<file path="src/rtl/fetch_pkg.sv">
// rtl/fetch_pkg.sv - shared state encoding and PC constants for the fetch PC unit
package fetch_pkg;

    typedef enum logic [1:0] {
        ISSUE = 2'd0,
        WAIT  = 2'd1,
        HOLD  = 2'd2,
        FAULT = 2'd3
    } fetch_state_e;

    localparam logic [31:0] DEFAULT_RESET_PC = 32'h0000_3000;
    localparam logic [31:0] DEFAULT_PC_STEP  = 32'd4;

endpackage

</file>
<file path="src/rtl/next_pc_sel.sv">
// rtl/next_pc_sel.sv - next PC select: redirect beats pending target beats sequential step
module next_pc_sel
    import fetch_pkg::*;
#(
    parameter logic [31:0] PC_STEP = DEFAULT_PC_STEP
) (
    input  logic        redirect_valid,
    input  logic [31:0] redirect_target,
    input  logic        pend_valid,
    input  logic [31:0] pend_target,
    input  logic [31:0] pc,
    input  logic        advance,
    output logic [31:0] next_pc
);

    // advance=0 re-issues the current pc (used after a killed fetch drains)
    always_comb begin
        if (redirect_valid) begin
            next_pc = redirect_target;
        end else if (pend_valid) begin
            next_pc = pend_target;
        end else if (advance) begin
            next_pc = pc + PC_STEP;
        end else begin
            next_pc = pc;
        end
    end

endmodule

</file>
<file path="src/rtl/fetch_pc_unit.sv">
// rtl/fetch_pc_unit.sv - PC register, single-outstanding instruction fetch and decode handoff
// FETCH_ALIGN_CHECK_EN: misaligned redirect targets enter a sticky FAULT state and raise fetch_misalign
module fetch_pc_unit
    import fetch_pkg::*;
#(
    parameter logic [31:0] RESET_PC = DEFAULT_RESET_PC,
    parameter logic [31:0] PC_STEP  = DEFAULT_PC_STEP
) (
    input  logic        clk,
    input  logic        reset,
    input  logic        redirect_valid,
    input  logic [31:0] redirect_target,
    output logic        imem_req,
    output logic [31:0] imem_addr,
    input  logic        imem_ready,
    input  logic        imem_rvalid,
    input  logic [31:0] imem_rdata,
    output logic        instr_valid,
    output logic [31:0] instr,
    output logic [31:0] instr_pc,
    output logic [31:0] instr_pc4,
    input  logic        instr_ready
`ifdef FETCH_ALIGN_CHECK_EN
    ,
    output logic        fetch_misalign
`endif
);

    fetch_state_e state_q, state_d;
    logic [31:0]  pc_q, pc_d;
    logic [31:0]  pend_target_q, pend_target_d;
    logic         pend_valid_q, pend_valid_d;
    logic         kill_q, kill_d;
    logic         imem_req_q, imem_req_d;
    logic [31:0]  imem_addr_q, imem_addr_d;
    logic         instr_valid_q, instr_valid_d;
    logic [31:0]  instr_q, instr_d;
    logic [31:0]  instr_pc_q, instr_pc_d;
    logic [31:0]  instr_pc4_q, instr_pc4_d;
    logic [31:0]  tgt;
    logic [31:0]  sel_pc;
    logic         sel_advance;
`ifdef FETCH_ALIGN_CHECK_EN
    logic         fetch_misalign_q, fetch_misalign_d;
`endif

    assign tgt         = redirect_target & ~32'd3;
    assign sel_advance = (state_q == HOLD);

    next_pc_sel #(
        .PC_STEP(PC_STEP)
    ) u_next_pc_sel (
        .redirect_valid (redirect_valid),
        .redirect_target(tgt),
        .pend_valid     (pend_valid_q),
        .pend_target    (pend_target_q),
        .pc             (pc_q),
        .advance        (sel_advance),
        .next_pc        (sel_pc)
    );

    always_comb begin
        state_d       = state_q;
        pc_d          = pc_q;
        pend_target_d = pend_target_q;
        pend_valid_d  = pend_valid_q;
        kill_d        = kill_q;
        imem_req_d    = 1'b0;
        imem_addr_d   = imem_addr_q;
        instr_valid_d = instr_valid_q;
        instr_d       = instr_q;
        instr_pc_d    = instr_pc_q;
        instr_pc4_d   = instr_pc4_q;

        case (state_q)
            ISSUE: begin
                if (imem_req_q && imem_ready) begin
                    state_d = WAIT;
                end
                // An issued request cannot be retargeted, so park the target and kill its data
                if (redirect_valid) begin
                    if (imem_req_q) begin
                        pend_valid_d  = 1'b1;
                        pend_target_d = tgt;
                        kill_d        = 1'b1;
                    end else begin
                        pc_d = tgt;
                    end
                end
            end
            WAIT: begin
                if (redirect_valid) begin
                    pc_d         = sel_pc;
                    pend_valid_d = 1'b0;
                    kill_d       = !imem_rvalid;
                    if (imem_rvalid) begin
                        state_d = ISSUE;
                    end
                end else if (imem_rvalid) begin
                    if (kill_q) begin
                        kill_d       = 1'b0;
                        pc_d         = sel_pc;
                        pend_valid_d = 1'b0;
                        state_d      = ISSUE;
                    end else begin
                        instr_valid_d = 1'b1;
                        instr_d       = imem_rdata;
                        instr_pc_d    = pc_q;
                        instr_pc4_d   = pc_q + PC_STEP;
                        state_d       = HOLD;
                    end
                end
            end
            HOLD: begin
                if (redirect_valid || instr_ready) begin
                    pc_d          = sel_pc;
                    pend_valid_d  = 1'b0;
                    instr_valid_d = 1'b0;
                    state_d       = ISSUE;
                end
            end
            default: begin
            end
        endcase

`ifdef FETCH_ALIGN_CHECK_EN
        if (redirect_valid && (redirect_target[1:0] != 2'b00)) begin
            state_d       = FAULT;
            pc_d          = pc_q;
            pend_valid_d  = 1'b0;
            kill_d        = 1'b0;
            instr_valid_d = 1'b0;
        end
`endif

        // Request/address follow the next state so a fresh ISSUE presents its request immediately
        if (state_d == ISSUE) begin
            imem_req_d  = 1'b1;
            imem_addr_d = pc_d;
        end else if (state_d == FAULT) begin
            imem_req_d  = imem_req_q && !imem_ready;
        end

`ifdef FETCH_ALIGN_CHECK_EN
        fetch_misalign_d = (state_d == FAULT);
`endif
    end

    always_ff @(posedge clk) begin
        if (!reset) begin
            state_q       <= ISSUE;
            pc_q          <= RESET_PC;
            pend_target_q <= RESET_PC;
            pend_valid_q  <= 1'b0;
            kill_q        <= 1'b0;
            imem_req_q    <= 1'b0;
            imem_addr_q   <= RESET_PC;
            instr_valid_q <= 1'b0;
            instr_q       <= 32'd0;
            instr_pc_q    <= RESET_PC;
            instr_pc4_q   <= RESET_PC + PC_STEP;
`ifdef FETCH_ALIGN_CHECK_EN
            fetch_misalign_q <= 1'b0;
`endif
        end else begin
            state_q       <= state_d;
            pc_q          <= pc_d;
            pend_target_q <= pend_target_d;
            pend_valid_q  <= pend_valid_d;
            kill_q        <= kill_d;
            imem_req_q    <= imem_req_d;
            imem_addr_q   <= imem_addr_d;
            instr_valid_q <= instr_valid_d;
            instr_q       <= instr_d;
            instr_pc_q    <= instr_pc_d;
            instr_pc4_q   <= instr_pc4_d;
`ifdef FETCH_ALIGN_CHECK_EN
            fetch_misalign_q <= fetch_misalign_d;
`endif
        end
    end

    assign imem_req    = imem_req_q;
    assign imem_addr   = imem_addr_q;
    assign instr_valid = instr_valid_q;
    assign instr       = instr_q;
    assign instr_pc    = instr_pc_q;
    assign instr_pc4   = instr_pc4_q;
`ifdef FETCH_ALIGN_CHECK_EN
    assign fetch_misalign = fetch_misalign_q;
`endif

endmodule

</file>
<file path="config.mk">
export PLATFORM = sky130hd
export DESIGN_NAME = fetch_pc_unit
export DESIGN_NICKNAME = d
export VERILOG_FILES = /design/src/rtl/fetch_pkg.sv /design/src/rtl/next_pc_sel.sv /design/src/rtl/fetch_pc_unit.sv
export SDC_FILE = /design/constraint.sdc
export NUM_CORES = 1
export LEC_CHECK = 0
export CORE_ASPECT_RATIO = 0.7
export CORE_MARGIN = 4
export CORE_UTILIZATION = 51
export DETAILED_ROUTE_END_ITERATION = 10
export PLACE_DENSITY = 0.8
export SLEW_MARGIN = 10
export SYNTH_ARGS = -nofsm -noshare
export SYNTH_HDL_FRONTEND = slang
export SYNTH_SLANG_ARGS = --single-unit
</file>
<file path="constraint.sdc">
create_clock -name clk -period 2.71 [get_ports clk]
set_input_delay 0.542 -clock clk [delete_from_list [all_inputs] [get_ports clk]]
set_output_delay 0.542 -clock clk [all_outputs]
set_load 0.1 [all_outputs]
</file>
After elaboration in Yosys (flattened, before gate mapping)
Index checks and enable logic that the tools add are counted.

storage, ports and cells
  flip-flop bits (word level) = 196
  input port bits = 70
  output and inout bits = 130
  word-level logic and storage cells = 73

cells by class
  add/subtract/negate cells = 1
  equal/unequal tests = 11
  multiplexer cells = 33
  bitwise operators = 2
  reductions and logical operators = 15

operators by type and width
  operator                 number
  $mux W32                 9
  $pmux W32 S3             1
  $add A32 B3 Y32 const B  1
  $mux W1                  13
  $mux W2                  6
  $ne A2 B2 Y1 const B     5
  $reduce_and A4 Y1        2
  $ne A3 B3 Y1 const B     2
  $pmux W2 S3              1
  $reduce_and A6 Y1        1
  $reduce_and A5 Y1        1
  $eq A2 B2 Y1 const B     2
  $logic_not A2 Y1         2
  $pmux W1 S2              2
  $reduce_bool A2 Y1       2
  $pmux W1 S3              1
  $reduce_and A3 Y1        1
  $reduce_bool A3 Y1       1
  $eq A2 B1 Y1 const B     1
  $logic_and A1 B1 Y1      2
  $logic_not A1 Y1         2
  $ne A2 B1 Y1 const B     1
  $not A1 Y1               2
  $logic_or A1 B1 Y1       1

Longest topological paths before layout
Gate-level depths: netlist of run 1.

  depth in word-level cells = 8
  mapped depth = 11
  mapped depth without buffers = 8

Hierarchy
Synthesis of run 1 repeated with hierarchy kept, for this count alone.

second synthesis, totals
  cells, all modules = 1122
  area total of the unflattened synthesis = 9315.2 µm²

by module, submodules not included
  module         instances  cells an instance  area each (µm²)  sequential area each (µm²)
  fetch_pc_unit  1          938                8110.3           3883.7
  next_pc_sel    1          184                1204.9           0.0

Least setup slack after synthesis of run 1
OpenSTA, ideal clock, no wires.

  path type = register to register
  from = register imem_req_q, in the netlist imem_req
  to = register imem_addr_q[30], in the netlist imem_addr[30]
  library setup time = 0.134 ns
  data arrival time = 2.348 ns
  data required time = 2.576 ns
  setup slack = 0.228 ns
  cell stages (with the launch flop) = 8
  buffers on the path = 2
  clock period less this slack = 2.482 ns
  cell sequence = dfxtp_1 a21oi_1 o41a_1 or2_2 clkbuf_1 clkbuf_1 nand3_1 o221ai_1

on the way
  word-level cells in the longest chain between the ends = 4
  elaborated cells between the ends (all ways) = 7
  classes of those cells = 5 x mux; 2 x reduce/logical

RTL lines
  element                 line                  text
  start, declared         fetch_pc_unit.sv:34   logic imem_req_q, imem_req_d;
  start signal, assigned  fetch_pc_unit.sv:171  imem_req_q <= imem_req_d;
  $logic_and A1 B1 Y1     fetch_pc_unit.sv:77   if (imem_req_q && imem_ready) begin
  $mux W2                 fetch_pc_unit.sv:77
  $pmux W2 S3             fetch_pc_unit.sv:75   case (state_q)
  $logic_not A2 Y1        fetch_pc_unit.sv:137  if (state_d == ISSUE) begin
  end signal, assigned    fetch_pc_unit.sv:172  imem_addr_q <= imem_addr_d;
  end, declared           fetch_pc_unit.sv:35   logic [31:0] imem_addr_q, imem_addr_d;

Parallel ways exist; a longest one is shown, timed or not.
A chain may end at the register's enable or synchronous reset.

Worst setup path in the final report of run 1
  from = register pc_q[11]
  to = register imem_addr_q[21], in the netlist imem_addr[21]

on the way
  word-level cells in the longest chain between the ends = 8
  elaborated cells between the ends (all ways) = 9
  classes of those cells = 1 x add/sub; 8 x mux

RTL lines
  element                 line                  text
  start, declared         fetch_pc_unit.sv:30   logic [31:0] pc_q, pc_d;
  start signal, assigned  fetch_pc_unit.sv:167  pc_q <= pc_d;
  $add A32 B3 Y32 (*)     next_pc_sel.sv:23     next_pc = pc + PC_STEP;
  $mux W32 (*)            next_pc_sel.sv:22     end else if (advance) begin
  $mux W32 (*)            next_pc_sel.sv:20     end else if (pend_valid) begin
  $mux W32 (*)            next_pc_sel.sv:18     if (redirect_valid) begin
  $mux W32                fetch_pc_unit.sv:100  if (kill_q) begin
  $mux W32                fetch_pc_unit.sv:99   end else if (imem_rvalid) begin
  $mux W32                fetch_pc_unit.sv:92   if (redirect_valid) begin
  $pmux W32 S3 (*)        fetch_pc_unit.sv:75

Mark *: on every way between the ends. The rest lies on a longest branch, timed or not.

==> impl_metrics.tcl, run 1 <==
set metrics [dict create \
    status "complete, no violations" \
    synth_nets 1288 \
    avgSynthCellArea_sq_um 7.64 \
    hold_buffers 0 \
    synth_edf_count 0 \
    dr.first_iter.drc_count 1638 \
    core_sq_um 17500 \
    clkSinkCount 194 \
    fin_setup_tns_ns 0 \
    post-route-min-period_ns 2.63 \
    antenna_found_initial 2 \
    max_freq_ghz 0.380 \
    cts_buffer_depth 2 \
    ios 200 \
    yosysSeqAreaShare_pct 41.9 \
    vias 10320 \
    grt-busiest-layer "met1" \
    fillers 1469 \
    dieArea_sq_um 20400 \
    startpoint_type "flop" \
    relSlewSlack_pct 49.1 \
    htreeDepth 4 \
    drv_cap 0 \
    post_drt_via_cell_ratio 6.12 \
    post-dp-hpwl_microns 27100 \
    fin_total_pwr_mw 8.33 \
    ys.flop_type "dfxtp_1" \
    routed_wl_microns 36300 \
    final_common_cell "nand2_1" \
    internal-power_mw 5.07 \
    fin_crit_sh_pct 97.1 \
    first_global_vias 9438 \
    start_util_pct 53.0 \
    cp.required_ns 3.05 \
    switching_share_pct 39.1 \
    setup-violations-final 0 \
    cts_tree "done" \
    ys_types 73 \
    clockRootBuffer "clkbuf_16" \
    powerDensity_nw_per_um2 671 \
    cts.clk_slew.worst_paths_ns 0.08 \
    slew_violations 0 \
    syn_to_final_growth_pct 33.9 \
    synth_cells 1213 \
    multiInputGateArea_sq_um 4920 \
    detailed_place.area_sq_um 11800 \
    wl_per_cell_microns 21.5 \
    port-buffer-count 197 \
    clk_latency_ns 0.45 \
    ys_ff_latch 194 \
    setup.worst_path.class "reg2reg" \
    hold_path_class "reg2reg" \
    pwr-share-seq_pct 38.8 \
    final_nets 1518 \
    grt_max_degree 143 \
    synthesis.area_sq_um 9260 \
    combPwrFrac_pct 30.8 \
    rsz0062_at_grt "yes" \
    instances_no_fill 1687 \
    fin_hold_ws_ns 0.458 \
    grt_pass1_wl_microns 54900 \
    drive_gt1_share_pct 21.3 \
    stdcell_area_sq_um 12400 \
    fp.dieH_microns 121 \
    power.leakage_nw 4.82 \
    clkPwrFrac_pct 30.4 \
    num_rows 40 \
    fin_skew_ns 0.0143 \
    layout_common_cells "272 x nand2_1, 250 x buf_4, 194 x dfxtp_1" \
    grt_util_met3_pct 9.74 \
    use_met1_pct 50.6 \
    yosys_warnings 0 \
    path_max_fanout 8 \
    die_x_microns 169 \
    cp-end-kind "flop" \
    gr-usage-met2_pct 49.2 \
    power.switching_mw 3.25 \
    arrival_ns 2.97 \
    cts_buffers 17 \
    num_antenna_cells 0 \
    hold_violations 0 \
    globalplace.congestion 1.05 \
    drt_drc_violations_left 0 \
    worstMarginPinSlew_ns 0.764 \
    postRouteAntennaNets 0 \
    dp.cells 1655 \
    firstDrtPassIters 6 \
    register_area_sq_um 3880 \
    async_reset_ff_share_pct 0 \
    grt_use_total_pct 34.5 \
    grt-ovfl-total 0 \
    ir_drop_v 0.000593 \
]
critical path: stages, from the launching register on:
cell and delay, ns:
dfxtp_1 0.59, nand4_4 0.19, or4_4 0.58, or4_4 0.56
mux2i_1 0.25, o211ai_1 0.16, o21ba_1 0.19
power by group through the flow:
stage               Clock (mW)  Sequential, mW  Combinational [mW]
finish                    2.53            3.23                2.56
global route              2.65            3.25                2.67
CTS                       2.53            3.22                2.51
detailed placement           0            3.28                2.50
global placement             0            3.28                2.47
floorplan                    0            4.00               0.865
final cells by class:
class	instances	area share (%)
Clock buffer	18	3.54
Tap cell	231	2.33
Multi-Input combinational cell	894	39.6
Clock inverter	14	1.14
Timing Repair Buffer	324	21.6
Inverter	12	0.383
Sequential cell	194	31.3
final timing paths:
check	to	cells past startpoint	startpoint	slack (ns)
setup / recovery	imem_addr[21]$_SDFFE_PN0P_	6	pc_q[11]$_SDFF_PN0_	0.08
hold / removal	instr[12]$_SDFFE_PN0P_	2	instr[12]$_SDFFE_PN0P_	0.46
setup reg to reg	imem_addr[21]$_SDFFE_PN0P_	6	pc_q[11]$_SDFF_PN0_	0.08
hold reg to reg	instr[12]$_SDFFE_PN0P_	2	instr[12]$_SDFFE_PN0P_	0.46
state kept, by name, summed over array words and instances, names as in the netlist:
register / count
instr: 32
imem_addr: 32
pend_valid_q: 1
pc_q: 32
imem_req: 1
kill_q: 1
instr_pc4: 30
instr_pc: 32
state_q: 2
pend_target_q: 30
instr_valid: 1
cells in the mapped netlist, types with 6 or more instances:
master    count  share of area, %
and4_1        7              0.66
inv_1        11              0.45
nand3_1      29               1.6
nor2_1       81               3.3
xnor2_1      26               2.5
mux2i_1       9              0.97
a21oi_1     138               7.5
nand2_1     272                11
nor2b_1       9              0.61
nor3_1       25               1.4
a21o_1        9              0.73
nor4_1       13              0.88
or3_1         7              0.47
and3_1       11              0.74
a22o_1        9              0.85
and2_1       10              0.68
o21ai_0      61               3.3
nand4_1      24               1.6
dfxtp_1     194                42
o31ai_1       8              0.65
clkbuf_1     88               3.6
buf_2        14              0.76
a31oi_1      11              0.74
xor2_1       10              0.95
a211oi_1     21               1.7
nand2b_1     10              0.68
o221ai_1      6              0.57
metal layers:
| layer | share of wire, % | routed length [microns] |
|---|---|---|
| met1 | 42 | 15400 |
| met2 | 42 | 15200 |
| met3 | 13 | 4740 |
| met4 | 2.6 | 936 |
| met5 | 0.088 | 32 |
per-stage QoR:
stage	worst slack [ns]	util [%]
6_report	0.0795	71.0
3_3_place_gp	-0.0500	67.5
2_1_floorplan	0.228	-
5_1_grt	-0.00957	71.0
4_1_cts	0.0190	70.9
3_5_place_dp	-0.115	67.5
kinds of logic after synthesis:
family	Yosys count	share of synthesized area, %
and+or+nand+nor	522	25.9
AOI/OAI and AO/OA	321	21.5
DFF	194	41.9
buffers and inverters	125	5.49
xor gates and xnor gates	36	3.40
muxes	10	1.09
adders and majority gates	5	0.675
repair_timing:
item,4_1_cts,5_1_grt
endpoints found under the setup margin,0,26
setup buffers,0,0
resized for setup,0,6
Note: power is estimated with default switching activity, not from simulation.
==> inputs of run 2 (changes only) <==
--- a/config.mk
+++ b/config.mk
@@ -9,7 +9,9 @@
 export CORE_MARGIN = 4
 export CORE_UTILIZATION = 51
 export DETAILED_ROUTE_END_ITERATION = 10
+export GPL_ROUTABILITY_DRIVEN = 0
 export PLACE_DENSITY = 0.8
+export REMOVE_ABC_BUFFERS = 1
 export SLEW_MARGIN = 10
 export SYNTH_ARGS = -nofsm -noshare
 export SYNTH_HDL_FRONTEND = slang
==> impl_metrics.tcl, run 2 (synthesized netlist as in run 1, its figures left out) <==
set metrics [dict create \
    post-route-min-period_ns 2.57 \
    grt_pass1_wl_microns 49100 \
    post_cts_buffers 0 \
    layout_common_cells "272 x nand2_1, 224 x buf_4, 194 x dfxtp_1" \
    firstDrtPassIters 8 \
    holdPathStages 2 \
    grt-ovfl-total 0 \
    first_global_vias 9190 \
    setup.worst_path.class "reg2reg" \
    relSlewSlack_pct 46.5 \
    powerDensity_nw_per_um2 684 \
    min_from "instr[18]$_SDFFE_PN0P_" \
    hold_violations 0 \
    reg2reg_from "pc_q[4]$_SDFF_PN0_" \
    max_freq_ghz 0.389 \
    final_nets 1493 \
    path_max_fanout 8 \
    grt_max_degree 143 \
    rrSetupSlack_ns 0.14 \
    syn_to_final_growth_pct 32.2 \
    routed-wl-met2_microns 13200 \
    grt_use_total_pct 29.8 \
    num_rows 40 \
    rr_worst_depth 7 \
    cp.required_ns 3.04 \
    dieArea_sq_um 20400 \
    wl_per_cell_microns 18.9 \
    vias 9902 \
    drt_drc_violations_left 0 \
    clkSinkCount 194 \
    crit_slowest_cell "dfxtp_1" \
    die_x_microns 169 \
    post-route-util_pct 70.1 \
    slew_violations 0 \
    cts_buffer_depth 2 \
    final_common_cell "nand2_1" \
    rsz0062_at_grt "no" \
    drv_cap 0 \
    fp.dieH_microns 121 \
    power.leakage_nw 4.72 \
    port-buffer-count 197 \
    ios 200 \
    start_util_pct 53.0 \
    dr.max_layer_used "met4" \
    drive_gt1_share_pct 19.5 \
    htreeDepth 4 \
    r2r_end "imem_addr[24]$_SDFFE_PN0P_" \
    path_buf_inv 1 \
    startpoint_type "flop" \
    hold_path_class "reg2reg" \
    setup-violations-final 0 \
    ir_drop_v 0.000515 \
    hold_buffers 0 \
    cts_tree "done" \
    core_sq_um 17500 \
    fin_skew_ns 0.0131 \
    fin_crit_sh_pct 94.8 \
    clk_latency_ns 0.44 \
    status "complete, no violations" \
    antenna_found_initial 0 \
    cp-end-kind "flop" \
    cts_buffers 17 \
    cpLargestDelayFamily "simple AND/OR/NAND/NOR gates" \
    routed_wl_microns 31400 \
    cts.clk_slew.worst_paths_ns 0.07 \
    clockRootBuffer "clkbuf_16" \
    worstMarginPinSlew_ns 0.803 \
    post_drt_via_cell_ratio 5.96 \
    max_stage_delay_ns 0.57 \
    postRouteAntennaNets 0 \
    wl_met1_microns 13300 \
    num_antenna_cells 0 \
    met3_length_microns 4220 \
    arrival_ns 2.90 \
    worstPathCellList "nand3_1, buf_4, nor4_1, and4_1, mux2i_1, o21ai_0, o21ba_2" \
    post-dp-hpwl_microns 21800 \
    dr.first_iter.drc_count 1219 \
    cts_resized 0 \
    fin_total_pwr_mw 8.38 \
    whs_endpoint "instr[18]$_SDFFE_PN0P_" \
]
run 2: cell types whose count changed in the layout (fill, tap and decap cells not counted), sizes merged:
cell,previous run,this run
buf,258,233
bufinv,0,4
inv,19,16
clkbuf,18,20
clkinv,5,1
run 2: tightest hold or removal path: stages, from the launching register on:
cell     delay [ns]
dfxtp_1        0.31
nand2_1        0.05
a21oi_1        0.05
run 2: metrics by stage:
step	instance area, sq um	hold WS [ns]	setup slack (ns)	cells	TNS [ns]
2_1_floorplan	8800	0.431	-1.52	1100	-100.41
4_1_cts	12200	0.453	0.0356	1661	0
3_3_place_gp	11600	0.438	0.0530	1630	0
6_report	12200	0.454	0.142	1661	0
3_5_place_dp	11600	0.443	0.0129	1630	0
5_1_grt	12200	0.476	0.0236	1661	0
run 2: area by class of cell:
| cell class | count | area [sq um] |
|---|---|---|
| Clock buffer | 20 | 447 |
| Clock inverter | 11 | 175 |
| Fill cell | 1429 | 5220 |
| Inverter | 12 | 47.5 |
| Multi-Input combinational cell | 894 | 4900 |
| Sequential cell | 194 | 3880 |
| Tap cell | 231 | 289 |
| Timing Repair Buffer | 299 | 2510 |
run 2: per-layer routing:
metal / up-vias / global-route usage (%)
met5: - / 0
met4: 0 / 8.65
met3: 74 / 8.56
met2: 625 / 43.9
met1: 4547 / 42.4
li1: 4656 / -
run 2: where the power goes:
group / internal, mW / switching [mW]
sequential: 3.05 / 0.184
combinational: 0.745 / 1.70
clock: 1.58 / 1.13
run 2: worst max-delay path by stage:
stage                                from                    endpoint  slack, ns  depth (start not counted)
floorplan           state_q[1]$_SDFF_PN0_   imem_addr[9]$_SDFFE_PN0P_      -1.52                          8
global placement              instr_ready  imem_addr[29]$_SDFFE_PN0P_       0.05                          8
detailed placement            instr_ready  imem_addr[29]$_SDFFE_PN0P_       0.01                          8
CTS                 state_q[0]$_SDFF_PN0_   imem_addr[9]$_SDFFE_PN0P_       0.04                          9
global route        state_q[0]$_SDFF_PN0_   imem_addr[9]$_SDFFE_PN0P_       0.02                          9
finish                 pc_q[4]$_SDFF_PN0_  imem_addr[24]$_SDFFE_PN0P_       0.14                          7
